## src/rtl/calc_entry_ctrl.sv

```systemverilog
// Key-entry sequencer for the keypad calculator: builds BCD operands and an operator,
// starts the arithmetic unit and presents its result. Optional macro MEMORY_KEYS_EN adds F1-F3 memory keys.
module calc_entry_ctrl #(
    parameter int P_DIGITS  = 4,
    parameter int P_TIMEOUT = 1023
) (
    input  logic                  i_clk,
    input  logic                  i_rst,
    input  logic                  i_key_valid,
    input  logic [4:0]            i_bcd_data,
    input  logic                  i_alu_done,
    input  logic                  i_alu_err,
    input  logic                  i_alu_neg,
    input  logic [4*P_DIGITS-1:0] i_alu_result,
    output logic                  o_alu_start,
    output logic [4*P_DIGITS-1:0] o_alu_a,
    output logic [4*P_DIGITS-1:0] o_alu_b,
    output logic [1:0]            o_alu_op,
    output logic [4*P_DIGITS-1:0] o_disp_bcd,
    output logic                  o_disp_neg,
    output logic                  o_err,
    output logic                  o_busy,
    output logic [2:0]            o_state
);

    localparam int W  = 4 * P_DIGITS;
    localparam int CW = $clog2(P_DIGITS + 1);
    localparam int TW = $clog2(P_TIMEOUT + 1);

    typedef enum logic [2:0] {
        S_A    = 3'd0,
        S_B    = 3'd1,
        S_WAIT = 3'd2,
        S_RES  = 3'd3,
        S_ERR  = 3'd4
    } state_t;

    // Strobe semantics: i_key_valid and i_alu_done are single-cycle qualifiers with no
    // back-pressure; data is consumed in exactly the cycle its strobe is high.
    state_t         state_q, state_d;
    logic [W-1:0]   work_q, work_d;
    logic [CW-1:0]  cnt_q, cnt_d;
    logic [W-1:0]   a_q, a_d;
    logic [W-1:0]   b_q, b_d;
    logic [1:0]     op_q, op_d;
    logic [W-1:0]   disp_q, disp_d;
    logic           neg_q, neg_d;
    logic [TW-1:0]  tmo_q, tmo_d;
    logic           start_q, start_d;

    logic           key_digit;
    logic           key_op;
    logic           key_ent;
    logic           key_esc;
    logic [1:0]     key_op_code;
    logic [W-1:0]   key_val;
    logic [W-1:0]   work_shift;

    assign key_digit   = i_key_valid && (i_bcd_data <= 5'h09);
    assign key_op      = i_key_valid && (i_bcd_data[4:2] == 3'b100);
    assign key_ent     = i_key_valid && (i_bcd_data == 5'h15);
    assign key_esc     = i_key_valid && (i_bcd_data == 5'h14);
    // % X - + sit at 0x10..0x13 and encode as 11 10 01 00
    assign key_op_code = ~i_bcd_data[1:0];
    assign key_val     = W'(i_bcd_data[3:0]);
    assign work_shift  = (work_q << 4) | key_val;

`ifdef MEMORY_KEYS_EN
    logic [W-1:0]   mem_q, mem_d;
    logic           key_f1;
    logic           key_f2;
    logic           key_f3;

    assign key_f1 = i_key_valid && (i_bcd_data == 5'h19);
    assign key_f2 = i_key_valid && (i_bcd_data == 5'h18);
    assign key_f3 = i_key_valid && (i_bcd_data == 5'h17);
`endif

    always_ff @(posedge i_clk) begin
        if (i_rst) begin
            state_q <= S_A;
            work_q  <= '0;
            cnt_q   <= '0;
            a_q     <= '0;
            b_q     <= '0;
            op_q    <= 2'b00;
            disp_q  <= '0;
            neg_q   <= 1'b0;
            tmo_q   <= '0;
            start_q <= 1'b0;
`ifdef MEMORY_KEYS_EN
            mem_q   <= '0;
`endif
        end else begin
            state_q <= state_d;
            work_q  <= work_d;
            cnt_q   <= cnt_d;
            a_q     <= a_d;
            b_q     <= b_d;
            op_q    <= op_d;
            disp_q  <= disp_d;
            neg_q   <= neg_d;
            tmo_q   <= tmo_d;
            start_q <= start_d;
`ifdef MEMORY_KEYS_EN
            mem_q   <= mem_d;
`endif
        end
    end

    always_comb begin
        state_d = state_q;
        work_d  = work_q;
        cnt_d   = cnt_q;
        a_d     = a_q;
        b_d     = b_q;
        op_d    = op_q;
        disp_d  = disp_q;
        neg_d   = neg_q;
        tmo_d   = tmo_q;
        start_d = 1'b0;
`ifdef MEMORY_KEYS_EN
        mem_d   = mem_q;
`endif
        // Esc returns to the reset state from anywhere and outranks a same-cycle done
        if (key_esc) begin
            state_d = S_A;
            work_d  = '0;
            cnt_d   = '0;
            a_d     = '0;
            b_d     = '0;
            op_d    = 2'b00;
            disp_d  = '0;
            neg_d   = 1'b0;
            tmo_d   = '0;
        end else begin
            case (state_q)
                S_A, S_B: begin
                    if (key_digit) begin
                        if (cnt_q < CW'(P_DIGITS)) begin
                            work_d = work_shift;
                            cnt_d  = cnt_q + 1'b1;
                            disp_d = work_shift;
                        end
                    end else if (key_op) begin
                        op_d = key_op_code;
                        if (state_q == S_A) begin
                            a_d     = work_q;
                            work_d  = '0;
                            cnt_d   = '0;
                            disp_d  = work_q;
                            state_d = S_B;
                        end
                    end else if (key_ent && (state_q == S_B)) begin
                        b_d     = work_q;
                        start_d = 1'b1;
                        tmo_d   = '0;
                        state_d = S_WAIT;
                    end
`ifdef MEMORY_KEYS_EN
                    else if (key_f2) begin
                        work_d = mem_q;
                        cnt_d  = CW'(P_DIGITS);
                        disp_d = mem_q;
                    end
`endif
                end
                S_WAIT: begin
                    if (i_alu_done && !i_alu_err) begin
                        disp_d  = i_alu_result;
                        neg_d   = i_alu_neg;
                        state_d = S_RES;
                    end else if (i_alu_done) begin
                        disp_d  = '0;
                        neg_d   = 1'b0;
                        state_d = S_ERR;
                    end else begin
                        tmo_d = tmo_q + 1'b1;
                        if (tmo_q == TW'(P_TIMEOUT - 1)) begin
                            disp_d  = '0;
                            neg_d   = 1'b0;
                            state_d = S_ERR;
                        end
                    end
                end
                S_RES: begin
                    if (key_digit) begin
                        work_d  = key_val;
                        cnt_d   = CW'(1);
                        disp_d  = key_val;
                        neg_d   = 1'b0;
                        state_d = S_A;
                    end else if (key_op && !neg_q) begin
                        // chaining: the shown result becomes operand A
                        a_d     = disp_q;
                        op_d    = key_op_code;
                        work_d  = '0;
                        cnt_d   = '0;
                        state_d = S_B;
                    end
`ifdef MEMORY_KEYS_EN
                    else if (key_f2) begin
                        work_d  = mem_q;
                        cnt_d   = CW'(P_DIGITS);
                        disp_d  = mem_q;
                        neg_d   = 1'b0;
                        state_d = S_A;
                    end
`endif
                end
                S_ERR: begin
                    disp_d = '0;
                    neg_d  = 1'b0;
                end
                default: state_d = S_A;
            endcase
`ifdef MEMORY_KEYS_EN
            if ((state_q == S_A) || (state_q == S_B) || (state_q == S_RES)) begin
                if (key_f1) mem_d = disp_q;
                if (key_f3) mem_d = '0;
            end
`endif
        end
    end

    assign o_alu_start = start_q;
    assign o_alu_a     = a_q;
    assign o_alu_b     = b_q;
    assign o_alu_op    = op_q;
    assign o_disp_bcd  = disp_q;
    assign o_disp_neg  = neg_q;
    assign o_err       = (state_q == S_ERR);
    assign o_busy      = (state_q == S_WAIT);
    assign o_state     = state_q;

endmodule

```

## config.mk

```make
export PLATFORM = sky130hd
export DESIGN_NAME = calc_entry_ctrl
export DESIGN_NICKNAME = d
export VERILOG_FILES = /design/src/rtl/calc_entry_ctrl.sv
export SDC_FILE = /design/constraint.sdc
export NUM_CORES = 1
export LEC_CHECK = 0
export ABC_AREA = 1
export BUFFER_PORTS_ARGS = -buffer_cell sky130_fd_sc_hd__buf_2
export CORE_MARGIN = 2
export CORE_UTILIZATION = 55
export CTS_BUF_LIST = sky130_fd_sc_hd__clkbuf_2 sky130_fd_sc_hd__clkbuf_4 sky130_fd_sc_hd__clkbuf_8
export DETAILED_ROUTE_END_ITERATION = 8
export GPL_TIMING_DRIVEN = 0
export PLACE_DENSITY = 0.81
export RECOVER_POWER = 50
export SYNTH_ARGS = -nofsm -noshare
export SYNTH_HDL_FRONTEND = slang
export SYNTH_SLANG_ARGS = --single-unit
```

## constraint.sdc

```tcl
create_clock -name i_clk -period 2.05 [get_ports i_clk]
set_input_delay 0.1025 -clock i_clk [delete_from_list [all_inputs] [get_ports i_clk]]
set_output_delay 0.1025 -clock i_clk [all_outputs]
set_load 0.1 [all_outputs]
```

## After elaboration in Yosys (flattened, before gate mapping)

Index checks and enable logic that the tools add are counted.

| operators by class | value |
|---|---|
| add/subtract/negate cells | 2 |
| order comparisons | 2 |
| equal/unequal tests | 25 |
| multiplexer cells | 53 |
| bitwise operators | 6 |
| reduce and logical (&&, ||, !) cells | 25 |

Operators by type and width:

| kind | count |
|---|---|
| $mux 16 | 16 |
| $pmux 16 s2 | 2 |
| $pmux 16 s4 | 1 |
| $mux 10 | 5 |
| $mux 3 | 15 |
| $reduce_and 6->1 | 4 |
| $ne 2x2->1 const B | 10 |
| $pmux 10 s2 | 1 |
| $ne 3x3->1 const B | 6 |
| $or 16x4->16 | 1 |
| $pmux 3 s4 | 1 |
| $add 10x1->10 const B | 1 |
| $eq 10x10->1 const B | 1 |
| $eq 5x5->1 const B | 2 |
| $reduce_and 5->1 | 2 |
| $mux 2 | 4 |
| $logic_and 1x1->1 | 7 |
| $eq 3x2->1 const B | 2 |
| $eq 3x3->1 const B | 2 |
| $pmux 3 s2 | 1 |
| $le 5x4->1 const B | 1 |
| $mux 1 | 5 |
| $reduce_or 5->1 | 1 |
| $ne 4x2->1 const B | 1 |
| other kinds (15) | 21 |

| word-level totals | value |
|---|---|
| register bits after elaboration | 84 |
| input port bits | 27 |
| output and inout bits | 57 |
| word-level logic and storage cells | 123 |

## Logic depth before layout (Yosys ltp)

Gate-level depths: netlist of the first run.

| logic depth | value |
|---|---|
| depth in word-level cells | 7 |
| gate-level depth with buffers | 12 |
| depth with buffers taken out | 11 |

## Worst setup path before layout of the first run

OpenSTA, ideal clock, no wires.

| timing path | value |
|---|---|
| path type | register -> register |
| start point | register state_q[1], in the netlist o_state[1] |
| end point | register state_q[0], in the netlist o_state[0] |
| setup time | 65 ps |
| data arrival time | 2664 ps |
| required time | 1985 ps |
| slack | -680 ps |
| cell stages (with the launch flop) | 10 |
| path buffers | 1 |
| clock period less this slack | 2730 ps |
| path through | dfxtp_1 nand3_1 buf_2 inv_1 nand2_1 nand2_1 a21oi_1 nand3_1 nand2_1 nor2_1 |

| between the ends | value |
|---|---|
| elaborated cells on any way between the ends | 15 |
| those cells by class | 9 x eq/ne; 1 x mux; 1 x bitwise; 4 x reduce/logical |

RTL lines:

| element | line | RTL |
|---|---|---|
| start, declared | 40 | `state_t state_q, state_d;` |
| start signal, assigned | 95 | `state_q <= state_d;` |
| $eq 3x2->1 (*) | n/a |  |
| named net o_busy | 22 | `output logic o_busy,` |
| $ne 4x2->1 (no line) | n/a |  |
| $reduce_and 6->1 (no line) | n/a |  |

Mark *: on every way through the listed nets, which the timed path passes. The rest lies on a longest branch.
A chain may end at the register's enable or synchronous reset.

## Worst setup path after layout of the first run

| timing path | value |
|---|---|
| start point | register state_q[1], in the netlist o_state[1] |
| end point | register a_q[13], in the netlist o_alu_a[13] |

| between the ends | value |
|---|---|
| longest elaborated chain between the ends | 4 |
| elaborated cells on any way between the ends | 12 |
| those cells by class | 7 x eq/ne; 1 x mux; 4 x reduce/logical |

RTL lines:

| element | line | RTL |
|---|---|---|
| $eq 3x1->1 or $logic_not 3->1 (tied branches) | 137, 147 |  |
| $reduce_or 2->1 | 137 | `case (state_q)` |
| $ne 2x2->1 (no line) or $reduce_bool 2->1 (tied branches) | n/a |  |
| $reduce_and 6->1 (no line) | n/a |  |
| end signal, assigned | 84 | `a_q <= '0;` |
| end signal, assigned | 98 | `a_q <= a_d;` |
| end, declared | 43 | `logic [W-1:0] a_q, a_d;` |

Parallel ways exist; a longest one is shown, timed or not.

==> results of run 1 <==
## logic make-up (layout without fill, tap and decap cells)
group / Yosys count / count (layout) / synth area share (%)
flops: 84 / 84 / 37.3
fa+ha+maj: 3 / 3 / 0.833
compound gates: 67 / 67 / 8.44
buf+inv: 73 / 172 / 7.47
xor+xnor: 7 / 7 / 1.36
simple gates: 480 / 480 / 44.6
## how the worst max path moves through the flow
| stage | from | to | slack (ns) | cells after the start |
|---|---|---|---|---|
| after floorplan | o_state[2] | o_state[0] | 0.05 | 10 |
| after global placement | tmo_q[0] | o_disp_bcd[10] | 0.17 | 12 |
| after detailed placement | o_state[1] | o_alu_a[13] | 0.18 | 7 |
| after CTS | o_state[1] | o_alu_a[13] | 0.16 | 7 |
| after global routing | tmo_q[0] | o_disp_bcd[3] | 0.03 | 12 |
| final | o_state[1] | o_alu_a[13] | 0.10 | 7 |
## critical path, stage by stage (launching register included)
cell      delay (ns)
dfxtp_2         0.45
nand3_2         0.17
inv_2           0.20
clkbuf_1        0.46
o21ai_0         0.26
nand3b_1        0.21
nand2_1         0.07
nor2_1          0.04
## cells in the mapped netlist
library cell / n / area (um^2)
o21ai_0: 18 / 90.1
nand3_2: 2 / 20.0
a21boi_1: 3 / 22.5
clkinv_2: 1 / 5.00
xnor2_1: 3 / 26.3
a21boi_0: 9 / 67.6
clkbuf_1: 7 / 26.3
nor2_2: 5 / 31.3
o21ai_4: 1 / 16.3
a21oi_1: 32 / 160
dfxtp_1: 84 / 1680
inv_2: 6 / 22.5
inv_1: 32 / 120
nand2_4: 1 / 11.3
nand4_1: 4 / 25.0
o22ai_1: 3 / 18.8
nand2_1: 253 / 950
nand3b_1: 17 / 128
nand4_2: 1 / 12.5
nor2_4: 4 / 45.0
o21ai_1: 1 / 5.00
nor3_1: 2 / 10.0
buf_2: 16 / 80.1
nand2_2: 3 / 18.8
nor2_1: 147 / 552
buf_1: 2 / 7.51
ha_1: 3 / 37.5
nand3_1: 41 / 205
xor2_1: 4 / 35.0
buf_4: 7 / 52.6
buf_6: 2 / 22.5
## registers in the layout, summed over array words and instances, names as in the netlist
signal	flops
o_alu_a	16
o_alu_b	16
o_disp_bcd	16
work_q	16
tmo_q	10
cnt_q	3
o_state	3
o_alu_op	2
o_alu_start	1
o_disp_neg	1
## area by class of cell
type | count | area, um^2 | area share, %
Buffer | 34 | 193 | 3.71
Timing Repair Buffer | 83 | 348 | 6.70
Clock buffer | 9 | 124 | 2.38
Sequential cell | 84 | 1690 | 32.5
Tap cell | 105 | 131 | 2.53
Inverter | 39 | 151 | 2.91
Clock inverter | 7 | 63.8 | 1.23
Multi-Input combinational cell | 557 | 2490 | 48.0
## report_power, final
group          internal, mW  total [mW]  switching, mW
combinational         0.926        4.12           3.19
clock                 0.470        1.19          0.721
sequential             1.97        2.30          0.332
## per-layer routing
layer,part of all wire [%],up-vias
met3,6.3,42
met4,3.6,0
met2,48,182
met1,42,2160
li1,-,2433
met5,0,-
==> impl_metrics.yaml, run 1 <==
worst_setup_path:
  endpoint_kind: "flop"
  r2r-start: "o_state[1]"
  cp.arrival_ns: 2.23
  cp-start-kind: "flop"
  reg2reg_depth: 7
  rr_endpoint: "o_alu_a[13]"
  rrSetupSlack_ns: 0.10
  worst-path-max-fanout: 10
  crit_required_ns: 2.33
  crit_type: "flop to flop"
timing:
  period_minus_slack_ns: 1.95
  worst_slack_ns: 0.102
  tightest_slew_ns: 1.18
  max_clock_freq_mhz: 513
  hold_viol: 0
  slew_headroom_pct: 21.9
  final_max_slew_viol_count: 0
  clock_skew_ns: 0.00723
  worst_hold_slack_ns: 0.0669
  fin_crit_sh_pct: 95.0
  grt_setup_unrepaired: "false"
  setup_tns_ns: 0
  setup-violations-final: 0
global_route:
  grt_pass1_wl_mm: 21.8
  grt_max_degree: 18
  busiest_layer: "met2"
  grtUsageTotal_pct: 31.8
  grt_util_met2_pct: 54.8
  grt_util_met1_pct: 38.8
  gr-total-overflow: 0
  grt_pass1_vias: 4525
  antenna_found_initial: 0
  use_met3_pct: 5.59
synth:
  synth_seq_cells: 84
  netlist_area_mm2: 0.00451
  yosys_warnings: 0
  syn_nets: 744
  postSynthAreaPerCell_um2: 6.31
  ys_seq_area_share_pct: 37.3
  synth.distinct_cells: 31
  synthCells: 714
power:
  power.total_mw: 7.61
  p_per_area_mw_per_mm2: 1460
  peakVddDrop_uv: 719
  p_leak_nw: 2.38
job:
  cap_violations: 0
routing:
  drt_iter0_markers: 313
  drt_first_pass_iters: 5
  wirelength_mm: 13.7
  vias: 4817
  ant_nets: 0
  drcViolationCount: 0
  viasPerCell: 5.25
  wl_per_cell_um: 14.9
floorplanning:
  boundaryPins: 84
  die_h_um: 94.5
  core_mm2: 0.00809
  fp.dieW_um: 94.5
  rows: 33
  initial_utilization_pct: 55.7
  die_area_mm2: 0.00893
cts:
  clockRootBuffer: "clkbuf_8"
  cts_max_level: 3
  cts_made_buffers: 9
  cts-resized-gates: 0
  cts_tree: "done"
  clk_latency_ns: 0.38
  clock-sinks: 84
  holdBufCountCts: 0
  clkTransAtPathRegs_ns: 0.09
  postCtsSetupBuffers: 0
  clock_path_buffers: 2
placement:
  gp_congestion: 1.02
  dp.cells: 902
  dp_hpwl_mm: 10.4
  postPlaceCellArea_mm2: 0.00508
  port_buffers: 83
  dpl_worst_slack_ns: 0.181
min_path:
  hp-class: "primary input to flop"
  hp-start: "i_alu_neg"
  holdPathStages: 5
  min_to: "o_disp_neg"
layout:
  fillCellCount: 827
  final_cell_area_mm2: 0.00519
  layout.cells.non_filler: 918
  fin_util_pct: 64.2
  final_cell_mix: "nand2_1, nor2_1, dfxtp_1"
  drive_gt1_share_pct: 12.1
  areaGrowthSynthToFinish_pct: 15.3
  final_common_cell: "nand2_1"
  diodes: 0
  layout.nets: 838
run_status:
  status: "finished clean"
No activity file was read; power rests on OpenSTA's default activity.
==> run 2, diff against run 1 <==
- ABC_AREA: 1 -> unset
- PLACE_DENSITY: 0.81 -> 0.82
- SLEW_MARGIN: unset -> 15
==> run 2 against run 1 <==
Against the previous run:
- critical path type unchanged
- sequential power down 8%
- combinational power fell by 21%
- sequential share of layout area grew 3.4 points
- cell count is 28% lower
- clock power is 3% lower
- clock skew rose by 0.0054 ns
- first-iteration DRC count up 45%
- fmax down 0.82%
- non-clock buffer count up 5
==> impl_metrics.yaml, run 2 <==
run_status:
  status: "finished clean"
worst_setup_path:
  crit_type: "flop to flop"
  crit_required_ns: 2.30
  cp-start-kind: "flop"
  endpoint_kind: "flop"
  cp.arrival_ns: 2.22
  worst-path-max-fanout: 10
synth:
  postSynthAreaPerCell_um2: 8.53
  ys_seq_area_share_pct: 43.0
  ys_top_cells_by_area: "dfxtp_1, mux2i_1, nor2_1"
  synth-main-ff-cell: "dfxtp_1"
  muxShareOfSynthArea_pct: 7.93
  syn_nets: 489
  synth.most_common_cell: "dfxtp_1"
  synth_top_area_share_pct: 43.0
  synth-compound-area-share_pct: 21.2
  synth.distinct_cells: 58
  yosys.area_share.adder_pct: 0.959
  synth_edf_count: 0
  yosys.area_share.simple_pct: 20.2
  synth_seq_cells: 84
  yosys.area.top_type: "dfxtp_1"
  netlist_area_mm2: 0.00392
  synth-xor-area-share_pct: 2.01
  ys_async_sr_fraction_pct: 0
  synthCells: 459
  synthTopCellsByCount: "dfxtp_1, nor2_1, nand2_1, a21oi_1, mux2i_1"
  synth_top_family_by_area: "compound AO/OA/AOI/OAI gates"
  yosys_warnings: 0
routing:
  wl_per_cell_um: 16.6
  drcViolationCount: 0
  ant_nets: 0
  vias: 3913
  drt_iter0_markers: 454
  wirelength_mm: 10.9
  viasPerCell: 5.95
  drt_first_pass_iters: 6
timing:
  slew_headroom_pct: 21.7
  clock_skew_ns: 0.0126
  hold_viol: 0
  period_minus_slack_ns: 1.96
  tightest_slew_ns: 1.18
  max_clock_freq_mhz: 509
  fin_crit_sh_pct: 95.8
  setup-violations-final: 0
  worst_slack_ns: 0.0859
  final_max_slew_viol_count: 0
global_route:
  antenna_found_initial: 0
  grt_pass1_wl_mm: 17.1
  grt_max_degree: 18
  grtUsageTotal_pct: 28.3
  grt_pass1_vias: 3420
  gr-total-overflow: 0
layout:
  layout.cells.non_filler: 658
  layout.nets: 587
  diodes: 0
  final_cell_mix: "dfxtp_1, clkbuf_1, nor2_1"
  final_common_cell: "dfxtp_1"
  drive_gt1_share_pct: 16.0
  areaGrowthSynthToFinish_pct: 20.3
  fillCellCount: 577
cts:
  cts_max_level: 3
  clkTransAtPathRegs_ns: 0.10
  cts_made_buffers: 9
  clockRootBuffer: "clkbuf_8"
  cts_tree: "done"
  clk_latency_ns: 0.37
  clock_path_buffers: 2
  clock-sinks: 84
floorplanning:
  rows: 30
  die_area_mm2: 0.00781
  boundaryPins: 84
  fp.dieW_um: 88.4
  initial_utilization_pct: 57.3
  die_h_um: 88.4
  core_mm2: 0.00683
placement:
  port_buffers: 82
  dp_hpwl_mm: 7.92
  dp.cells: 637
  gp_congestion: 1.00
  dpl_worst_slack_ns: -0.295
power:
  peakVddDrop_uv: 603
  p_per_area_mw_per_mm2: 1390
  power.total_mw: 6.53
  p_leak_nw: 1.85
job:
  cap_violations: 0
min_path:
  hp-class: "primary input to flop"
==> run 2: cell types whose count changed after synthesis, moves of 5 or more <==
| cell | previous run | this run |
|---|---|---|
| nand2_1 | 253 | 61 |
| nor2_1 | 147 | 63 |
| mux2i_1 | 0 | 31 |
| inv_1 | 32 | 4 |
| nand3_1 | 41 | 23 |
| a311oi_1 | 0 | 16 |
| nand3b_1 | 17 | 3 |
| a2bb2oi_1 | 0 | 12 |
| clkbuf_1 | 7 | 19 |
| a21boi_0 | 9 | 1 |
| buf_4 | 7 | 0 |
| buf_2 | 16 | 11 |
| inv_2 | 6 | 1 |
| nor2_2 | 5 | 0 |
==> run 2: what timing repair did <==
item / 4_1_cts / 5_1_grt
pin swaps: 1 / 3
endpoints found under the setup margin: 29 / 41
hold buffers: 0 / 0
buffers inserted: 4 / 1
gates resized for setup: 5 / 24
==> run 2: worst paths after layout <==
kind	from	endpoint	slack [ns]	cells past startpoint
hold / removal	i_alu_result[10]	o_disp_bcd[10]	0.02	3
setup reg to reg	o_state[0]	o_disp_bcd[14]	0.09	6
hold reg to reg	cnt_q[1]	cnt_q[1]	0.47	2
setup / recovery	o_state[0]	o_disp_bcd[14]	0.09	6
==> run 2: worst max-delay path, cell delays in order (launching register included) <==
cell and delay [ns]:
dfxtp_4 0.40, nor4b_4 0.55, o31ai_4 0.21, o2111a_2 0.21
buf_2 0.18, o21ai_0 0.22, a21oi_1 0.08
==> run 2: layout make-up <==
class | instances | area [um^2] | share of cell area (%)
flip-flops and latches | 84 | 1690 | 36.0
multi-input cells | 335 | 2100 | 44.5
clock buffers | 9 | 124 | 2.63
clock inverters | 7 | 63.8 | 1.36
inverters | 5 | 23.8 | 0.505
repair buffers | 87 | 378 | 8.03
plain buffers | 35 | 209 | 4.44
well taps | 96 | 120 | 2.55
==> run 2: per-stage QoR <==
| stage | TNS (ns) | util (%) | cell area, um^2 | hold slack [ns] |
|---|---|---|---|---|
| floorplan | -2.62 | - | 3960 | 0.254 |
| global placement | -2.87 | 65.8 | 4490 | 0.380 |
| detailed placement | -4.18 | 65.8 | 4490 | 0.387 |
| CTS | 0 | 69.2 | 4730 | 0.0129 |
| global route | -0.0904 | 68.9 | 4710 | 0.0327 |
| finish | 0 | 68.9 | 4710 | 0.0154 |
==> run 2: logic make-up after synthesis <==
logic type | after synthesis
AND/OR/NAND/NOR | 175
AO/OA/AOI/OAI | 117
flip-flops | 84
buffers and inverters | 40
multiplexers | 31
XOR/XNOR | 9
adder cells (fa/ha/maj) | 3
==> run 2: metal layers <==
metal | up-vias | wire, um | GRT usage [%]
met4 | 0 | 180 | 10.3
li1 | 1844 | - | -
met5 | - | 0 | 0
met1 | 1845 | 4940 | 41.4
met2 | 206 | 4930 | 42.5
met3 | 18 | 875 | 4.38
==> run 2: power by group <==
group | internal, mW | total [mW] | leakage (nW) | switching [mW]
Combinational | 0.690 | 3.27 | 1.08 | 2.58
Sequential | 1.88 | 2.11 | 0.683 | 0.235
Clock | 0.467 | 1.15 | 0.0903 | 0.679
Total | 3.03 | 6.53 | 1.85 | 3.49
